==> src/rtl/noc_ni_tx.sv <==
// Network-interface transmitter: frames queued payload bytes into header + body flits
// for one router input port, under credit-based flow control.
module noc_ni_tx (
  input  logic       CLK,
  input  logic       RES,
  input  logic       pkt_start,
  input  logic [1:0] pkt_dest,
  input  logic [2:0] pkt_len,
  input  logic       wr_en,
  input  logic [7:0] wr_data,
  input  logic       credit_in,
  output logic [7:0] port_o,
  output logic       en_o,
  output logic       fifo_full,
  output logic [3:0] fifo_count,
  output logic       busy,
  output logic       err
);
  localparam int unsigned DEPTH = 8;
  localparam int unsigned PW    = 3;
  localparam int unsigned CW    = 4;
  localparam int unsigned DW    = 8;
  localparam logic [2:0]  CREDIT_MAX = 3'd4;

  typedef enum logic [1:0] {IDLE, HEAD, BODY} state_t;

  typedef struct packed {
    logic [1:0] dest;
    logic [2:0] len;
    logic [2:0] seq;
  } hdr_t;

  state_t          state_q, state_d;
  logic [1:0]      dest_q;
  logic [2:0]      len_q;
  logic [2:0]      seq_q;
  logic [2:0]      bcnt_q;
  logic [2:0]      credits_q, credits_d;
  logic [DW-1:0]   mem_q [DEPTH];
  logic [PW-1:0]   wr_ptr_q, rd_ptr_q;
  logic [CW-1:0]   count_q;

  logic            emit_hdr_c, emit_body_c, emit_c, last_c, push_c, err_set_c;
  logic [DW-1:0]   port_d;
  hdr_t            hdr_c;

  // State register
  always_ff @(posedge CLK or negedge RES) begin
    if (!RES) state_q <= IDLE;
    else      state_q <= state_d;
  end

  // Next-state logic
  always_comb begin
    state_d = state_q;
    case (state_q)
      IDLE:    if (pkt_start) state_d = HEAD;
      HEAD:    if (emit_hdr_c) state_d = BODY;
      BODY:    if (last_c) state_d = IDLE;
      default: state_d = IDLE;
    endcase
  end

  // Flit emission decisions and next values of the registered outputs
  always_comb begin
    emit_hdr_c  = 1'b0;
    emit_body_c = 1'b0;
    hdr_c       = '{dest: dest_q, len: len_q, seq: seq_q};
    port_d      = port_o;
    case (state_q)
      HEAD: emit_hdr_c  = (credits_q != 3'd0);
      BODY: emit_body_c = (credits_q != 3'd0) && (count_q != CW'(0));
      default: ;
    endcase
    emit_c = emit_hdr_c | emit_body_c;
    last_c = emit_body_c && (bcnt_q == len_q);
    if (emit_hdr_c)       port_d = hdr_c;
    else if (emit_body_c) port_d = mem_q[rd_ptr_q];
  end

  // Credit bookkeeping and protocol-error detection
  always_comb begin
    push_c    = wr_en && (count_q != CW'(DEPTH));
    credits_d = credits_q;
    case ({emit_c, credit_in})
      2'b10:   credits_d = credits_q - 3'd1;
      2'b01:   credits_d = (credits_q == CREDIT_MAX) ? credits_q : credits_q + 3'd1;
      default: credits_d = credits_q;
    endcase
    err_set_c = (credit_in && !emit_c && (credits_q == CREDIT_MAX))
              || (wr_en && (count_q == CW'(DEPTH)))
              || (pkt_start && (state_q != IDLE));
  end

  always_ff @(posedge CLK or negedge RES) begin
    if (!RES) begin
      port_o    <= '0;
      en_o      <= 1'b0;
      err       <= 1'b0;
      dest_q    <= '0;
      len_q     <= '0;
      seq_q     <= '0;
      bcnt_q    <= '0;
      credits_q <= CREDIT_MAX;
      wr_ptr_q  <= '0;
      rd_ptr_q  <= '0;
      count_q   <= '0;
    end else begin
      port_o    <= port_d;
      en_o      <= emit_c;
      credits_q <= credits_d;
      if (err_set_c) err <= 1'b1;
      if ((state_q == IDLE) && pkt_start) begin
        dest_q <= pkt_dest;
        len_q  <= pkt_len;
      end
      if (emit_hdr_c)       bcnt_q <= '0;
      else if (emit_body_c) bcnt_q <= bcnt_q + 3'd1;
      if (last_c)      seq_q    <= seq_q + 3'd1;
      if (push_c)      wr_ptr_q <= wr_ptr_q + PW'(1);
      if (emit_body_c) rd_ptr_q <= rd_ptr_q + PW'(1);
      count_q <= count_q + CW'(push_c) - CW'(emit_body_c);
    end
  end

  // Payload storage needs no reset: pointers and count define validity
  always_ff @(posedge CLK) begin
    if (push_c) mem_q[wr_ptr_q] <= wr_data;
  end

  assign fifo_count = count_q;
  assign fifo_full  = (count_q == CW'(DEPTH));
  assign busy       = (state_q != IDLE);

endmodule

==> config.mk <==
export PLATFORM = sky130hd
export DESIGN_NAME = noc_ni_tx
export DESIGN_NICKNAME = d
export VERILOG_FILES = /design/src/rtl/noc_ni_tx.sv
export SDC_FILE = /design/constraint.sdc
export NUM_CORES = 1
export LEC_CHECK = 0
export ABC_AREA = 1
export CAP_MARGIN = 40
export CORE_MARGIN = 4
export CORE_UTILIZATION = 54
export CTS_BUF_LIST = sky130_fd_sc_hd__clkbuf_4
export DETAILED_ROUTE_END_ITERATION = 10
export GPL_ROUTABILITY_DRIVEN = 0
export PLACE_DENSITY = 0.78
export SLEW_MARGIN = 5
export SYNTH_ARGS = -nofsm -noshare
export SYNTH_HDL_FRONTEND = slang
export SYNTH_SLANG_ARGS = --single-unit
==> constraint.sdc <==
create_clock -name CLK -period 2.2 [get_ports CLK]
set_input_delay 0.55 -clock CLK [delete_from_list [all_inputs] [get_ports CLK]]
set_output_delay 0.55 -clock CLK [all_outputs]
set_load 0.05 [all_outputs]
Word level (Yosys, flattened, before mapping)
Memory sizes are Yosys's and may differ from the RTL's.
Index checks and enable logic that the tools add are counted.
{"block": "op_classes", "n_mux": 14, "bitwise": 1, "n_eq_ne": 12, "addsub": 8, "n_reduce_logical": 19}
{"operator": "$mux W8", "count": 2}
{"operator": "$add A3 B1 Y3 const B", "count": 5}
{"operator": "$mux W3", "count": 3}
{"operator": "$logic_and A1 B1 Y1", "count": 8}
{"operator": "$ne A2 B2 Y1 const B", "count": 4}
{"operator": "$mux W2", "count": 3}
{"operator": "$pmux W2 S3", "count": 1}
{"operator": "$pmux W3 S2", "count": 1}
{"operator": "$reduce_bool A2 Y1", "count": 3}
{"operator": "$add A4 B1 Y4", "count": 1}
{"operator": "$eq A2 B1 Y1 const B", "count": 2}
{"operator": "$eq A2 B2 Y1 const B", "count": 2}
{"operator": "$eq A4 B4 Y1 const B", "count": 1}
{"operator": "$mux W1", "count": 4}
{"operator": "$ne A4 B4 Y1 const B", "count": 1}
{"operator": "$reduce_bool A4 Y1", "count": 1}
{"operator": "$sub A4 B1 Y4", "count": 1}
{"operator": "$eq A3 B3 Y1", "count": 1}
{"operator": "$eq A3 B3 Y1 const B", "count": 1}
{"operator": "$reduce_and A3 Y1", "count": 1}
{"operator": "$reduce_bool A3 Y1", "count": 1}
{"operator": "$sub A3 B1 Y3 const B", "count": 1}
{"operator": "$logic_not A2 Y1", "count": 1}
{"operator": "$logic_or A1 B1 Y1", "count": 2}
{"operator": "other kinds (3)", "count": 3}
{"block": "totals", "ramBits": 64, "n_memories": 1, "elab_cells": 67, "out_inout_bits": 16, "ff_bits": 36}
{"memory": "mem_q", "words": 8, "width": 8, "rd": 1, "rd_clocked_by_memory_dff": 0, "wr": 1, "line_no": "39", "rtl": "logic [DW-1:0] mem_q [DEPTH];"}

Depth between registers and ports, before layout
{"block": "depth", "depth_word": 9, "ltp_mapped": 13, "depth_no_buf": 12}

Least setup slack after synthesis
Ideal clock, no wire load.
{"block": "synth_timing", "path_kind": "register -> register", "start": "register count_q[2] (netlist: fifo_count[2])", "end": "register count_q[2] (netlist: fifo_count[2])", "stages_incl_launch_ff": 12, "slack_ns": -0.427, "setup_time_ns": 0.123, "t_arrival_ns": 2.504, "synth_period_minus_slack_ns": 2.627, "path_cell_list": "dfrtp_1 -> inv_1 -> ha_1 -> nand2_1 -> inv_1 -> nor2_4 -> inv_1 -> ha_1 -> inv_1 -> ha_1 -> fa_1 -> xor2_1"}
{"block": "synth_between", "elab_chain_cells": 4, "elab_cells_between_ends": 7, "classes_between": "add/sub: 2; eq/ne: 1; mux: 1; reduce/logical: 3"}
{"item": "start, declared", "line_no": "41", "rtl": "logic [CW-1:0] count_q;"}
{"item": "start signal, assigned", "line_no": "122", "rtl": "count_q <= count_q + CW'(push_c) - CW'(emit_body_c);"}
{"item": "$ne A4 B4 Y1 or $reduce_bool A4 Y1 (tied branches)", "line_no": "83, 72"}
{"item": "$logic_and A1 B1 Y1 (on tied branches)", "line_no": "83, 72"}
{"item": "$add A4 B1 Y4 or $mux W1 (tied branches)", "line_no": "122, 70"}
{"item": "$sub A4 B1 Y4 *", "line_no": "122"}
Every way passes the cells marked *; elsewhere a longest branch is shown, timed or not.
A chain may end at the register's enable or synchronous reset.

Worst setup path after layout
{"block": "layout_timing", "start": "register en_o", "end": "output en_o"}
{"item": "start, declared", "line_no": "13", "rtl": "output logic en_o,"}
{"item": "start signal, assigned", "line_no": "110", "rtl": "en_o <= emit_c;"}
No word-level cell between the ends.

==> results <==
## kinds of logic after synthesis
group | after synthesis
compound gates | 76
xor+xnor | 11
fa+ha+maj | 12
buf+inv | 42
flops | 100
mux | 2
simple gates | 118
## worst max path at each step
stage	endpoint	startpoint	slack, ns	cells past startpoint
4_1_cts	port_o[6]	port_o[6]$_DFFE_PN0P_	0.0008	1
3_3_place_gp	fifo_count[2]$_DFF_PN0_	wr_en	-0.10	9
2_1_floorplan	fifo_count[2]$_DFF_PN0_	fifo_count[2]$_DFF_PN0_	-0.22	11
3_5_place_dp	fifo_count[2]$_DFF_PN0_	wr_en	-0.12	9
6_report	en_o	en_o$_DFF_PN0_	0.08	1
5_1_grt	credits_q[2]$_DFFE_PN1P_	fifo_count[2]$_DFF_PN0_	0.01	12
## cell usage after synthesis (5+ instances only)
cell type / number / share of area (%)
a21oi_1: 5 / 0.58
buf_2: 6 / 0.70
dfrtp_1: 35 / 20
edfxtp_1: 64 / 45
ha_1: 10 / 2.9
inv_1: 25 / 2.2
nand2_1: 38 / 3.3
nand3_1: 10 / 1.2
nor2_1: 58 / 5.1
o211ai_1: 13 / 2.3
o21ai_0: 43 / 5.0
xnor2_1: 5 / 1.0
xor2_1: 6 / 1.2
## registers in the layout (all words and copies together), names as in the netlist, 3 cells and up
signal and flops:
bcnt_q 3, fifo_count 4, port_o 8, len_q 3
credits_q 3, seq_q 3, wr_ptr_q 3, mem_q 64
rd_ptr_q 3
## cells in the final DEF, fill, tap and decap left out, types with 2 or more instances in the layout
cell type        netlist  layout
clkinvlp_4             0       2
nand2_2                1       2
buf_4                  2      14
dfrtp_2                0       4
nand3_1               10      10
xor2_1                 6       6
nor2_4                 2       6
clkinv_4               0       2
o22ai_1                4       4
o21ai_0               43      43
dlygate4sd2_1          0       7
mux2_2                 2       2
ha_1                  10       7
xnor2_1                5       5
nand2_1               38      37
clkbuf_4               0      10
ha_4                   0       3
o21ai_1                2       2
dfrtp_1               35      31
inv_1                 25      21
edfxtp_1              64      64
nand4_1                3       3
inv_2                  3       6
o211ai_1              13      13
a21oi_1                5       5
o21bai_1               4       4
dlymetal6s2s_1         0       6
clkinvlp_2             0       2
clkdlybuf4s50_1        0      17
nor2_1                58      54
nand3_2                2       2
## cell type report
class                      instances  share of cell area (%)
clock buffer                      10                    1.51
clock inverter                     6                    1.30
inverter                          29                    2.36
multi-input combinational        219                    26.6
sequential                       100                    56.7
tap                              102                    2.56
timing repair buffer              47                    8.96
## per-layer routing
layer | global-route usage (%) | vias up | wire length (um)
met5 | 0 | - | 0
li1 | - | 1347 | -
met2 | 31.3 | 69 | 4250
met4 | 8.53 | 0 | 151
met3 | 3.23 | 13 | 371
met1 | 24.5 | 1385 | 3660
## power breakdown
part,leakage (uW),switching (uW),internal (uW)
combinational,0.000884,2110,1110
clock,0.0000687,584,358
sequential,0.00101,317,2530
## worst register-to-register path, stage by stage (launching register included)
cell and delay, ns:
dfrtp_2 0.44, inv_2 0.09, ha_1 0.15, nand2_1 0.08, nand3_2 0.14, buf_4 0.21
nand3_2 0.11, fa_1 0.41, inv_1 0.07, nand4_1 0.13, nand3_1 0.12, nand2_1 0.06
nand2_1 0.05
## repair_timing
action,4_1_cts,5_1_grt
hold buffers,1,0
endpoints found under the setup margin,7,6
endpoints found under the hold margin,9,0
pin swaps,0,0
gates resized for setup,7,6
cloned,0,0
## per-stage QoR
stage	total power, uW	area, sq um
floorplan	5290	4370
global placement	6040	4830
detailed placement	6180	4830
CTS	7080	4970
global route	7530	4990
finish	7010	4990
==> run metrics <==
drt drc=0; multiplexer area fraction after synthesis=0.525%; pre-CTS setup slack=-0.122 ns; number of global-route vias before repair=2926; CP endpoint kind=output pin; core area=0.00773 sq mm; Crit Reg-Reg Endpoint=credits_q[2]$_DFFE_PN1P_; Clock Latency Late Sink=0.45 ns; vias=2814; IO Pins=34; fin. max-slew vios=0; Crit-path slowest cell=clkdlybuf4s50_1; ys flop type=edfxtp_1; Pleak=0.00196 uW; final core occ=64.5%; Power Dens Cells=1410 mW/mm^2; post-layout worst setup margin=0.0758 ns; final-report hold violation count=0; hold slack=0.467 ns; clk root buf=clkbuf_4; multi-input logic area=0.00133 sq mm; WP buf/inv=1; crit path DAT=1.57 ns; asr flop ratio synth=36.0%; max incr delay on CP=0.79 ns; total CTS buffers=9; max cap viols=0; Fin Setup TNS=0 ns; crit path cell chain=clkdlybuf4s50_1; RSZ-0062 raised after global routing=no; Final Cycle Share=96.6%; fillers=565; Post-synth EDFFs=64; Critical Path RT=1.65 ns; Slew @ Worst Pin=0.525 ns; Longest Clk Path Bufs=2; fmax=471 MHz; cell row count=32; Area Overhead vs Synth=16.3%; vias per inst=5.49; Syn Nets=391; adder-cell area share of the yosys netlist=3.85%; mapped cell area=0.00429 sq mm; Setup violations, final=0; Slew Limit Headroom=64.9%; clk sinks=100; antenna fix cells=0; final instance count without filler cells=513; Hold WC Path Type=in -> async; flip-flop and latch area=0.00283 sq mm; Yosys warnings=0; Avg Inst Size Synth=11.9 sq um; Reg2Reg Launch Point=fifo_count[2]$_DFF_PN0_; crit path max fanout=1; delay-heaviest family, CP=buffers and inverters; VDD IR-drop max=0.861 mV; drt pass-1 iters=4; die area=0.00943 sq mm; Post-DP HPWL=5.78 mm; largest net degree at the start of global routing=34; IO buf count=33; Synth cell types=39; layout cells sized above 1=16.1%; Synth Area in Compound Gates=10.4%; Mapped Cells=361; Clock transition at path regs=0.14 ns; CTS tree=built; Setup crit start kind=flip-flop; Die Wd=97.1 um; main combinational cell family by area after synthesis=simple AND/OR/NAND/NOR gates; worst reg-to-reg path cell count=12; Reg2Reg Setup Slack=0.12 ns; DRT Wirelength=8.43 mm; Inst Count DP=496; Nets=436; post-synthesis xor/xnor area fraction=2.25%; initial core utilization=55.5%; number of post-CTS setup repair buffers=0; 1st-iter DRT viols=178; first-pass GRT wire length=14.1 mm; antenna violations before repair=0; post-synthesis sequential area ratio=65.9%; Synth Register Bits=100; total gr overflow=0; clk_skew=0.0205 ns; status=finished, final reports clean; GRT Util Overall=18.9%; H-tree Lvls=3; Post-Synth Simple-Gate Area=12.2%; critical path class=reg -> out; fin crit period=2.12 ns; die height=97.1 um; ANT nets after route=0; WL/cell=16.4 um
Note: power is estimated with default switching activity, not from simulation.
